--- src/rtl/pq_pkg.sv ---
// rtl/pq_pkg.sv - shared types and helpers for the sorted-array priority queue
//
// Purpose: operation encoding, default-width cell type and the wrap-around
// (serial-number) timestamp compare used by pq_sorted_array.
// Ports: none (package).
package pq_pkg;

   // Operation code, fixed at 3 bits. Codes 3'd5..3'd7 are reserved and are
   // treated by the queue as NOP with err_o raised.
   typedef enum logic [2:0] {
      OP_PUSH    = 3'd0,
      OP_POP     = 3'd1,
      OP_NOP     = 3'd2,
      OP_DROP    = 3'd3,
      OP_REPLACE = 3'd4
   } op_t;

   localparam int DEF_TIME_WIDTH = 16;
   localparam int DEF_ID_WIDTH   = 16;
   localparam int MAX_KEY_WIDTH  = 64;

   // Storage cell at the default widths; the queue declares its own packed
   // cell from its parameters with the same field order.
   typedef struct packed {
      logic                      valid;
      logic [DEF_TIME_WIDTH-1:0] tkey;
      logic [DEF_ID_WIDTH-1:0]   id;
   } cell_t;

   // a is before b when bit (width-1) of (a - b) is set. Operands are passed
   // zero-extended to MAX_KEY_WIDTH; the subtraction is exact modulo
   // 2^width in the low bits, so one generic function serves any width.
   function automatic logic time_before(input logic [MAX_KEY_WIDTH-1:0] a,
                                        input logic [MAX_KEY_WIDTH-1:0] b,
                                        input int                       width);
      logic [MAX_KEY_WIDTH-1:0] diff;
      logic [MAX_KEY_WIDTH-1:0] sh;
      diff = a - b;
      sh   = diff >> (width - 1);
      return sh[0];
   endfunction

endpackage

--- src/rtl/pq_cell.sv ---
// rtl/pq_cell.sv - one storage slot of the sorted-array priority queue
//
// Purpose: holds one packed {valid, time, id} entry. Each cycle it keeps its
// value, loads the new entry, takes its lower neighbour (insert shifts the
// tail up) or takes its upper neighbour (removal shifts entries down).
// Ports:
//   clk_i, rst_ni   clock, asynchronous active-low reset
//   load_i          take new_i
//   shift_up_i      take lower_i (entry from index-1)
//   shift_down_i    take upper_i (entry from index+1)
//   new_i           entry being inserted
//   lower_i/upper_i neighbouring slot contents
//   q_o             current slot contents
module pq_cell #(
   parameter int W = 33
) (
   input  logic         clk_i,
   input  logic         rst_ni,
   input  logic         load_i,
   input  logic         shift_up_i,
   input  logic         shift_down_i,
   input  logic [W-1:0] new_i,
   input  logic [W-1:0] lower_i,
   input  logic [W-1:0] upper_i,
   output logic [W-1:0] q_o
);

   logic [W-1:0] slot_q;
   logic [W-1:0] slot_d;

   // Controls are mutually exclusive from the top level; the priority order
   // only makes the mux unambiguous.
   always_comb begin
      slot_d = slot_q;
      if (load_i) begin
         slot_d = new_i;
      end else if (shift_up_i) begin
         slot_d = lower_i;
      end else if (shift_down_i) begin
         slot_d = upper_i;
      end
   end

   always_ff @(posedge clk_i or negedge rst_ni) begin
      if (!rst_ni) begin
         slot_q <= '0;
      end else begin
         slot_q <= slot_d;
      end
   end

   assign q_o = slot_q;

endmodule

--- src/rtl/pq_sorted_array.sv ---
// rtl/pq_sorted_array.sv - register-based sorted priority queue (earliest deadline at head)
//
// Purpose: keeps DEPTH entries ordered by wrap-around timestamp, valid
// entries packed at low indices, head at index 0. Supports PUSH, POP, NOP,
// DROP (by id) and REPLACE (pop head + push in one cycle), with an optional
// evict-latest policy when full.
// Ports:
//   clk_i, rst_ni                  clock, asynchronous active-low reset
//   op_valid_i, op_i               op strobe and pq_pkg::op_t code
//   time_i, id_i                   key / id for PUSH, REPLACE, DROP
//   pop_valid_o, pop_time_o/id_o   registered pop result (pulse)
//   evict_valid_o, evict_id_o      registered tail-eviction report (pulse)
//   err_o                          registered illegal-op pulse
//   head_time_o, head_id_o         combinational head entry
//   count_o, full_o, empty_o       occupancy
module pq_sorted_array
   import pq_pkg::*;
#(
   parameter int DEPTH         = 8,
   parameter int TIME_WIDTH    = 16,
   parameter int ID_WIDTH      = 16,
   parameter int EVICT_ON_FULL = 0
) (
   input  logic                       clk_i,
   input  logic                       rst_ni,
   input  logic                       op_valid_i,
   input  logic [2:0]                 op_i,
   input  logic [TIME_WIDTH-1:0]      time_i,
   input  logic [ID_WIDTH-1:0]        id_i,
   output logic                       pop_valid_o,
   output logic [TIME_WIDTH-1:0]      pop_time_o,
   output logic [ID_WIDTH-1:0]        pop_id_o,
   output logic                       evict_valid_o,
   output logic [ID_WIDTH-1:0]        evict_id_o,
   output logic                       err_o,
   output logic [TIME_WIDTH-1:0]      head_time_o,
   output logic [ID_WIDTH-1:0]        head_id_o,
   output logic [$clog2(DEPTH+1)-1:0] count_o,
   output logic                       full_o,
   output logic                       empty_o
);

   localparam int CW = $clog2(DEPTH + 1);
   localparam int W  = 1 + TIME_WIDTH + ID_WIDTH;

   typedef struct packed {
      logic                  valid;
      logic [TIME_WIDTH-1:0] tkey;
      logic [ID_WIDTH-1:0]   id;
   } slot_t;

   logic [W-1:0] cell_q [DEPTH];
   logic [W-1:0] nbr_lo [DEPTH];
   logic [W-1:0] nbr_hi [DEPTH];
   slot_t        ent    [DEPTH];
   logic [W-1:0] new_ent;

   logic [DEPTH-1:0] le;      // entry is before-or-equal the incoming key
   logic [DEPTH-1:0] match;   // entry id equals id_i
   logic [DEPTH-1:0] load;
   logic [DEPTH-1:0] up;
   logic [DEPTH-1:0] down;

   logic [CW-1:0] ins_pos;
   logic [CW-1:0] repl_pos;
   logic [CW-1:0] drop_pos;
   logic          drop_hit;

   logic m_ins, m_pop, m_repl, m_drop;
   logic err_d, evict_d;
   logic full, empty;
   logic new_before_tail;

   logic [CW-1:0]         count_q, count_d;
   logic                  pop_valid_q;
   logic [TIME_WIDTH-1:0] pop_time_q;
   logic [ID_WIDTH-1:0]   pop_id_q;
   logic                  evict_valid_q;
   logic [ID_WIDTH-1:0]   evict_id_q;
   logic                  err_q;

   assign new_ent = {1'b1, time_i, id_i};

   genvar g;
   generate
      for (g = 0; g < DEPTH; g++) begin : g_slot
         if (g == 0) begin : g_lo0
            assign nbr_lo[g] = '0;
         end else begin : g_lo
            assign nbr_lo[g] = cell_q[g-1];
         end
         if (g == DEPTH - 1) begin : g_hi_top
            assign nbr_hi[g] = '0;
         end else begin : g_hi
            assign nbr_hi[g] = cell_q[g+1];
         end

         assign ent[g] = cell_q[g];

         // FIFO among equals: an equal key counts as "before-or-equal", so
         // the new entry lands after every existing equal key.
         assign le[g]    = ent[g].valid &&
                           !time_before(MAX_KEY_WIDTH'(time_i),
                                        MAX_KEY_WIDTH'(ent[g].tkey), TIME_WIDTH);
         assign match[g] = ent[g].valid && (ent[g].id == id_i);

         pq_cell #(.W(W)) u_cell (
            .clk_i       (clk_i),
            .rst_ni      (rst_ni),
            .load_i      (load[g]),
            .shift_up_i  (up[g]),
            .shift_down_i(down[g]),
            .new_i       (new_ent),
            .lower_i     (nbr_lo[g]),
            .upper_i     (nbr_hi[g]),
            .q_o         (cell_q[g])
         );
      end
   endgenerate

   assign full  = (count_q == CW'(DEPTH));
   assign empty = (count_q == '0);
   assign new_before_tail = time_before(MAX_KEY_WIDTH'(time_i),
                                        MAX_KEY_WIDTH'(ent[DEPTH-1].tkey), TIME_WIDTH);

   // le is a prefix over the sorted array, so the insert point is the first
   // slot that is not before-or-equal the new key (or DEPTH if none).
   always_comb begin
      ins_pos  = CW'(DEPTH);
      drop_pos = CW'(DEPTH);
      for (int i = DEPTH - 1; i >= 0; i--) begin
         if (!le[i]) begin
            ins_pos = CW'(i);
         end
         if (match[i]) begin
            drop_pos = CW'(i);
         end
      end
      drop_hit = |match;
      // For REPLACE the head leaves first; the insert point in the shifted
      // array is one lower, unless the new key already beats the head.
      repl_pos = (ins_pos == '0) ? '0 : ins_pos - CW'(1);
   end

   always_comb begin
      m_ins   = 1'b0;
      m_pop   = 1'b0;
      m_repl  = 1'b0;
      m_drop  = 1'b0;
      err_d   = 1'b0;
      evict_d = 1'b0;
      count_d = count_q;
      if (op_valid_i) begin
         case (op_i)
            OP_PUSH: begin
               if (!full) begin
                  m_ins   = 1'b1;
                  count_d = count_q + CW'(1);
               end else if ((EVICT_ON_FULL != 0) && new_before_tail) begin
                  // Tail falls off the top when everything shifts up.
                  m_ins   = 1'b1;
                  evict_d = 1'b1;
               end else begin
                  err_d = 1'b1;
               end
            end
            OP_POP: begin
               if (!empty) begin
                  m_pop   = 1'b1;
                  count_d = count_q - CW'(1);
               end else begin
                  err_d = 1'b1;
               end
            end
            OP_REPLACE: begin
               if (!empty) begin
                  m_repl = 1'b1;
               end else begin
                  m_ins   = 1'b1;
                  err_d   = 1'b1;
                  count_d = count_q + CW'(1);
               end
            end
            OP_DROP: begin
               if (drop_hit) begin
                  m_drop  = 1'b1;
                  count_d = count_q - CW'(1);
               end else begin
                  err_d = 1'b1;
               end
            end
            OP_NOP: begin
            end
            default: begin
               err_d = 1'b1;
            end
         endcase
      end
   end

   always_comb begin
      for (int i = 0; i < DEPTH; i++) begin
         load[i] = 1'b0;
         up[i]   = 1'b0;
         down[i] = 1'b0;
         if (m_ins) begin
            load[i] = (i == int'(ins_pos));
            up[i]   = (i >  int'(ins_pos));
         end else if (m_pop) begin
            down[i] = 1'b1;
         end else if (m_repl) begin
            load[i] = (i == int'(repl_pos));
            down[i] = (i <  int'(repl_pos));
         end else if (m_drop) begin
            down[i] = (i >= int'(drop_pos));
         end
      end
   end

   always_ff @(posedge clk_i or negedge rst_ni) begin
      if (!rst_ni) begin
         count_q       <= '0;
         pop_valid_q   <= 1'b0;
         pop_time_q    <= '0;
         pop_id_q      <= '0;
         evict_valid_q <= 1'b0;
         evict_id_q    <= '0;
         err_q         <= 1'b0;
      end else begin
         count_q       <= count_d;
         pop_valid_q   <= m_pop | m_repl;
         evict_valid_q <= evict_d;
         err_q         <= err_d;
         if (m_pop | m_repl) begin
            pop_time_q <= ent[0].tkey;
            pop_id_q   <= ent[0].id;
         end
         if (evict_d) begin
            evict_id_q <= ent[DEPTH-1].id;
         end
      end
   end

   assign pop_valid_o   = pop_valid_q;
   assign pop_time_o    = pop_time_q;
   assign pop_id_o      = pop_id_q;
   assign evict_valid_o = evict_valid_q;
   assign evict_id_o    = evict_id_q;
   assign err_o         = err_q;
   assign head_time_o   = ent[0].tkey;
   assign head_id_o     = ent[0].id;
   assign count_o       = count_q;
   assign full_o        = full;
   assign empty_o       = empty;

endmodule

--- config.mk ---
export PLATFORM = sky130hd
export DESIGN_NAME = pq_sorted_array
export DESIGN_NICKNAME = d
export VERILOG_FILES = /design/src/rtl/pq_pkg.sv /design/src/rtl/pq_cell.sv /design/src/rtl/pq_sorted_array.sv
export SDC_FILE = /design/constraint.sdc
export NUM_CORES = 1
export LEC_CHECK = 0
export ABC_AREA = 0
export CAP_MARGIN = 5
export CORE_MARGIN = 2
export CORE_UTILIZATION = 52
export DETAILED_ROUTE_END_ITERATION = 16
export PLACE_DENSITY = 0.73
export SETUP_SLACK_MARGIN = 0.05
export SKIP_CTS_REPAIR_TIMING = 1
export SYNTH_ARGS = -nofsm -noshare
export SYNTH_HDL_FRONTEND = slang
export SYNTH_SLANG_ARGS = --single-unit
--- constraint.sdc ---
create_clock -name clk_i -period 4.7 [get_ports clk_i]
set_input_delay 0.47 -clock clk_i [delete_from_list [all_inputs] [get_ports clk_i]]
set_output_delay 0.47 -clock clk_i [all_outputs]
set_load 0.01 [all_outputs]
# Yosys cells after proc, flatten, opt, wreduce, memory -nomap -nowiden
# Index checks and enable logic that the tools add are counted.
# totals
register_bits	302
output_inout_bits	89
# classes
bitwise	1
eq_ne	31
muxes	124
magnitude_cmp	23
n_reduce_logical	41
addsub	11
# op_table
op	n
2-to-1 mux 33 bit	23
== test 16 bit	8
subtractor 16 bit	8
2-to-1 mux 4 bit	21
2-to-1 mux 1 bit	77
== test 4 bit (first input constant)	8
nonzero test 3 bit	7
== test 3 x 4 -> 1 bit (first input constant)	4
>= comparator 3 x 4 -> 1 bit (first input constant)	4
> comparator 3 x 4 -> 1 bit (first input constant)	4
logical AND 1 bit	16
logical NOT 4 bit	4
less-than comparator 3 x 4 -> 1 bit (first input constant)	4
case mux 4 bit (4 select lines)	1
== test 2 x 4 -> 1 bit (first input constant)	2
>= comparator 1 x 4 -> 1 bit (first input constant)	2
>= comparator 2 x 4 -> 1 bit (first input constant)	2
> comparator 2 x 4 -> 1 bit (first input constant)	2
logical NOT 1 bit	8
less-than comparator 1 x 4 -> 1 bit (first input constant)	2
less-than comparator 2 x 4 -> 1 bit (first input constant)	2
inequality test 2 bit (second input constant)	4
OR reduction 8 bit	1
subtractor 4 x 1 -> 4 bit (second input constant)	2
14 further kinds	15

# Depth between registers and ports, before layout
# depth
ltp_word	20
ltp_mapped	17

# Cells and area by module
# A second synthesis with hierarchy kept.
# unflattened
hier_cells	2330
hier_area_um2	21588.2
# modules_own_cells
mod	area_each_um2	n_inst	seq_area_each_um2	cells_each
pq_cell	1851.8	8	825.8	186
pq_sorted_array	6774.0	1	950.9	842

# Worst setup path after synthesis
# OpenSTA, ideal clock, no wires.
# synth_path
path_kind	input to register
start	input port time_i[2]
end	register g_slot[5].u_cell.slot_q[7]
setup_slack_ns	1.131
n_path_buf	2
required_ns	4.572
t_arrival_ns	3.442
stages	14
path_cell_list	ha_1 > a21o_1 > a31oi_1 > o21bai_1 > and3_1 > o31ai_2 > or2_1 > buf_2 > nor2_4 > a21oi_2 > buf_2 > mux2_2 > mux2_1 > mux2_1
# synth_between
elab_chain_cells	18
# synth_rtl
item	line_no	text
start, declared	pq_sorted_array.sv:28	input logic [TIME_WIDTH-1:0] time_i,
subtractor 16 bit	n/a	
logical NOT 1 bit	pq_sorted_array.sv:103	!time_before(MAX_KEY_WIDTH'(time_i),
logical AND 1 bit	pq_sorted_array.sv:102	assign le[g] = ent[g].valid &&
2-to-1 mux 4 bit (7 in a row)	pq_sorted_array.sv:132	if (!le[i]) begin
2-to-1 mux 4 bit (*)	pq_sorted_array.sv:132	
subtractor 4 x 1 -> 4 bit / logical NOT 4 bit (equally long branches)	pq_sorted_array.sv:142	repl_pos = (ins_pos == '0) ? '0 : ins_pos - CW'(1);
2-to-1 mux 4 bit	pq_sorted_array.sv:142	
less-than comparator 3 x 4 -> 1 bit / == test 4 bit (equally long branches)	pq_sorted_array.sv:213, pq_sorted_array.sv:212	
2-to-1 mux 1 bit	pq_sorted_array.sv:211	end else if (m_repl) begin
2-to-1 mux 1 bit	pq_sorted_array.sv:209	end else if (m_pop) begin
2-to-1 mux 1 bit	pq_sorted_array.sv:206	if (m_ins) begin
nonzero test 3 bit (no line) / 2-to-1 mux 33 bit (equally long branches)	n/a	
end signal, assigned	pq_cell.sv:48	slot_q <= slot_d;
end, declared	pq_cell.sv:28	logic [W-1:0] slot_q;
# Every way passes the cells marked *; elsewhere a longest branch is shown, timed or not.
# A chain may end at the register's enable or synchronous reset.

# Final worst setup path
# Ends and elaborated chain as after synthesis.

==> impl_metrics.prom <==
# TYPE chip_impl_metric gauge
chip_impl_metric{name="slowest_delay",unit="ps"} 640
chip_impl_metric{name="grt_antenna_before_repair",unit=""} 0
chip_impl_info{name="timing_worst_setup_path_type",value="in -> reg"} 1
chip_impl_metric{name="h-tree-depth",unit=""} 2
chip_impl_metric{name="cts_max_path_buffers",unit=""} 3
chip_impl_metric{name="totalPowerFinal",unit="mW"} 14.9
chip_impl_metric{name="cts_made_buffers",unit=""} 35
chip_impl_metric{name="slew-limit-headroom",unit=""} 0.451
chip_impl_metric{name="power_leakage",unit="nW"} 11.1
chip_impl_metric{name="start_util",unit=""} 0.524
chip_impl_metric{name="finClkSkew",unit="ps"} 19.5
chip_impl_metric{name="power.share.switching",unit=""} 0.398
chip_impl_metric{name="avgSynthCellArea",unit="um2"} 9.22
chip_impl_metric{name="clock_share_of_power",unit=""} 0.192
chip_impl_metric{name="drt_iter0_markers",unit=""} 1454
chip_impl_metric{name="setup_ws",unit="ps"} 412
chip_impl_metric{name="routabilityCongestion",unit=""} 0.940
chip_impl_metric{name="clock_pin_slew_on_the_worst_setup_and_hold_paths",unit="ps"} 60
chip_impl_metric{name="grt_pass1_wl",unit="um"} 95500
chip_impl_metric{name="netlist-cell-type-count",unit=""} 78
chip_impl_info{name="layout_commonest_cell",value="sky130_fd_sc_hd__dfrtp_1"} 1
chip_impl_metric{name="critical_path_depth",unit=""} 14
chip_impl_metric{name="post_synth_inst_count",unit=""} 2311
chip_impl_metric{name="netlist_area_pre_place",unit="mm2"} 0.0213
chip_impl_info{name="worst_setup_path_endpoint",value="g_slot[5].u_cell.q_o[7]"} 1
chip_impl_metric{name="internal-power",unit="mW"} 8.98
chip_impl_metric{name="transition_time_of_the_tightest_slew_check_pin",unit="ps"} 824
chip_impl_metric{name="timing.critical_path.required",unit="ps"} 5120
chip_impl_metric{name="p_switching",unit="mW"} 5.93
chip_impl_metric{name="detail_route.wl_per_cell",unit="um"} 20.3
chip_impl_metric{name="number_of_synthesized_flops_with_an_enable_pin",unit=""} 0
chip_impl_metric{name="grt.total_usage",unit=""} 0.281
chip_impl_info{name="path_category_of_the_worst_min_delay_check",value="reg -> reg"} 1
chip_impl_metric{name="timing.max_cap.violations",unit=""} 0
chip_impl_metric{name="timing.reg2reg.worst_path_depth",unit=""} 14
chip_impl_metric{name="numPortBuffers",unit=""} 109
chip_impl_metric{name="grt_overflow_total",unit=""} 0
chip_impl_metric{name="share_seq_of_total_power",unit=""} 0.360
chip_impl_info{name="status",value="finished clean"} 1
chip_impl_metric{name="finalWorstPathRequiredPeriod",unit="ps"} 4290
chip_impl_metric{name="worst_supply_voltage_drop_on_vdd",unit="mV"} 0.422
chip_impl_metric{name="die-width",unit="um"} 206
chip_impl_metric{name="syn_to_final_growth",unit="%"} 14.5
chip_impl_metric{name="peak_fanout_along_the_critical_path",unit=""} 33
chip_impl_metric{name="critical_path.n_buffers_inverters",unit=""} 2
chip_impl_metric{name="route.final.wire_length",unit="um"} 59700
chip_impl_metric{name="vias",unit=""} 17737
chip_impl_metric{name="die_h",unit="um"} 206
chip_impl_metric{name="drive_above_1_share",unit=""} 0.171
chip_impl_metric{name="antenna_left",unit=""} 0
chip_impl_metric{name="combinational_power_share",unit=""} 0.448
chip_impl_metric{name="fmax",unit="GHz"} 0.233
chip_impl_metric{name="cts_num_sinks",unit=""} 302
chip_impl_metric{name="final_cells",unit=""} 2939
chip_impl_info{name="cts_tree",value="yes"} 1
chip_impl_info{name="worst_path_max_delay_cell",value="sky130_fd_sc_hd__clkdlybuf4s50_1"} 1
chip_impl_metric{name="postSynthRegisterBits",unit=""} 302
chip_impl_metric{name="post-dp-hpwl",unit="um"} 42700
chip_impl_metric{name="grt_pass1_vias",unit=""} 18333
chip_impl_info{name="most-common-layout-cells",value="302 x sky130_fd_sc_hd__dfrtp_1, 285 x sky130_fd_sc_hd__nand2_1, 201 x sky130_fd_sc_hd__mux2_2"} 1
chip_impl_metric{name="grt_max_degree",unit=""} 114
chip_impl_metric{name="drt_drc_violations_left",unit=""} 0
chip_impl_metric{name="worst_hold_slack",unit="ps"} 504
chip_impl_info{name="cp_common_cell",value="sky130_fd_sc_hd__a21oi_1"} 1
chip_impl_metric{name="fin_crit_sh",unit=""} 0.912
chip_impl_info{name="cp-start-kind",value="input port"} 1
chip_impl_metric{name="antenna_cells_inserted",unit=""} 0
chip_impl_metric{name="numPlacedInstances",unit=""} 2874
chip_impl_info{name="r2r-end",value="g_slot[5].u_cell.q_o[7]"} 1
chip_impl_info{name="cpLargestDelayFamily",value="compound AO/OA/AOI/OAI gates"} 1
chip_impl_metric{name="nNetsFinal",unit=""} 2533
chip_impl_metric{name="report.final.hold_viol_count",unit=""} 0
chip_impl_info{name="yosys_most_used_dff",value="sky130_fd_sc_hd__dfrtp_1"} 1
chip_impl_info{name="crit_path_cell_trace",value="clkdlybuf4s50_1 -> ha_1 -> nand2_1 -> o21ai_1 -> a21oi_1 -> o41ai_2 -> mux2_2 -> o311ai_1 -> a21oi_1 -> a21oi_1 -> o21ai_4 -> buf_12 -> mux2_1 -> mux2_1"} 1
chip_impl_metric{name="avgViaCountPerCell",unit=""} 6.04
chip_impl_metric{name="first_pass_iters",unit=""} 5
chip_impl_metric{name="dpl_worst_slack",unit="ps"} -71.4
chip_impl_metric{name="num_io_pins",unit=""} 127
chip_impl_info{name="r2r_start",value="g_slot[6].u_cell.q_o[18]"} 1
chip_impl_metric{name="timing.final.max_slew_violations",unit=""} 0
chip_impl_metric{name="tns",unit="ps"} 0
chip_impl_metric{name="cp_data_arrival_time",unit="ps"} 4710
chip_impl_info{name="rsz_0062_raised_after_global_routing",value="no"} 1
chip_impl_metric{name="dieArea",unit="mm2"} 0.0426
chip_impl_metric{name="fp.coreArea",unit="mm2"} 0.0406
chip_impl_metric{name="fp-row-count",unit=""} 74
chip_impl_metric{name="ratio_of_total_power_to_cell_area",unit="mW/mm2"} 611
chip_impl_metric{name="setup_viol_count_final",unit=""} 0
chip_impl_info{name="worstSetupEndpointType",value="register"} 1
chip_impl_info{name="cts_root_buffer",value="sky130_fd_sc_hd__clkbuf_16"} 1
chip_impl_metric{name="clock_insertion_delay_at_the_later_pin_of_the_skew_report",unit="ps"} 550
chip_impl_info{name="critPathLaunch",value="time_i[2]"} 1
chip_impl_metric{name="synthArstFlopShare",unit=""} 1.00
chip_impl_metric{name="register_area_share_after_synthesis",unit=""} 0.355
chip_impl_metric{name="ys_warn_count",unit=""} 0
chip_impl_metric{name="setup_slack_of_the_worst_register_to_register_path",unit="ps"} 650
-- kinds of logic after synthesis --
logic type,Yosys count,share of synthesized area
buffers and inverters,329,0.0741
XOR/XNOR,142,0.0584
AND/OR/NAND/NOR,565,0.115
multiplexers,354,0.178
adder cells (fa/ha/maj),115,0.0679
other,1,0.000176
flip-flops,302,0.355
AO/OA/AOI/OAI,503,0.151
-- power by group through the flow --
stage / clock, mW / combinational, mW / sequential [mW]
6_report: 2.86 / 6.68 / 5.37
2_1_floorplan: 0 / 4.79 / 4.89
3_5_place_dp: 0 / 6.57 / 5.38
4_1_cts: 2.88 / 6.66 / 5.35
5_1_grt: 2.99 / 7.43 / 5.52
3_3_place_gp: 0 / 6.27 / 5.33
-- flip-flops by register name, indices dropped and copies added (netlist names) --
name	flops
count_o	4
err_o	1
g_slot.u_cell.q_o	264
pop_id_o	16
pop_time_o	16
pop_valid_o	1
-- metal layers --
metal,track usage,share of wire,up-vias
met5,0,0,-
met4,0.109,0.034,0
met3,0.0361,0.048,185
met2,0.501,0.51,591
met1,0.343,0.40,8778
li1,-,-,8183
-- cell type report --
| cell class | count | area [um2] |
|---|---|---|
| clock buffer | 53 | 1040 |
| clock inverter | 11 | 145 |
| fill | 3355 | 16300 |
| inverter | 131 | 492 |
| multi-input combinational | 1696 | 12400 |
| sequential | 302 | 7560 |
| tap | 532 | 666 |
| timing repair buffer | 214 | 2110 |
-- worst min path at each step --
| stage | from | to | slack [ps] | depth (start not counted) |
|---|---|---|---|---|
| after CTS | rst_ni | g_slot[6].u_cell.q_o[26] | -30 | 1 |
| after detailed placement | pop_time_o[6] | pop_time_o[6] | 490 | 1 |
| after global placement | pop_id_o[2] | pop_id_o[2] | 490 | 1 |
| final | pop_id_o[9] | pop_id_o[9] | 500 | 1 |
| after floorplan | rst_ni | count_o[0] | 170 | 0 |
| after global routing | pop_time_o[6] | pop_time_o[6] | 520 | 1 |
-- synthesized netlist by cell type, drive strengths merged, types with 3 or more instances --
library cell | number | share of area
dfrtp | 302 | 0.35
nand2 | 285 | 0.050
mux2 | 208 | 0.11
o21ai | 163 | 0.039
a21oi | 148 | 0.035
mux2i | 146 | 0.069
buf | 136 | 0.040
inv | 131 | 0.023
nor2 | 131 | 0.024
ha | 114 | 0.067
xnor2 | 79 | 0.032
xor2 | 63 | 0.026
clkbuf | 62 | 0.011
nand3 | 40 | 0.0096
a21o | 37 | 0.013
a22o | 32 | 0.013
o221a | 26 | 0.014
nand4 | 24 | 0.0070
nor3 | 23 | 0.0054
nor4 | 18 | 0.0056
o22ai | 18 | 0.0053
a31oi | 15 | 0.0051
nand2b | 14 | 0.0042
o211ai | 14 | 0.0052
a211oi | 9 | 0.0032
nor2b | 8 | 0.0023
and3 | 5 | 0.0015
a22oi | 4 | 0.0016
o21a | 4 | 0.0014
o31ai | 4 | 0.0016
o41ai | 4 | 0.0032
or2 | 4 | 0.0012
and2 | 3 | 0.00088
o211a | 3 | 0.0014
o21bai | 3 | 0.0011
or3 | 3 | 0.00088
or4 | 3 | 0.0011
-- through the flow --
step / area [um2] / utilization
6_report: 24400 / 0.600
5_1_grt: 24400 / 0.600
4_1_cts: 24400 / 0.600
3_5_place_dp: 23200 / 0.571
3_3_place_gp: 23200 / 0.571
2_1_floorplan: 21400 / -
No activity file was read; power rests on OpenSTA's default activity.
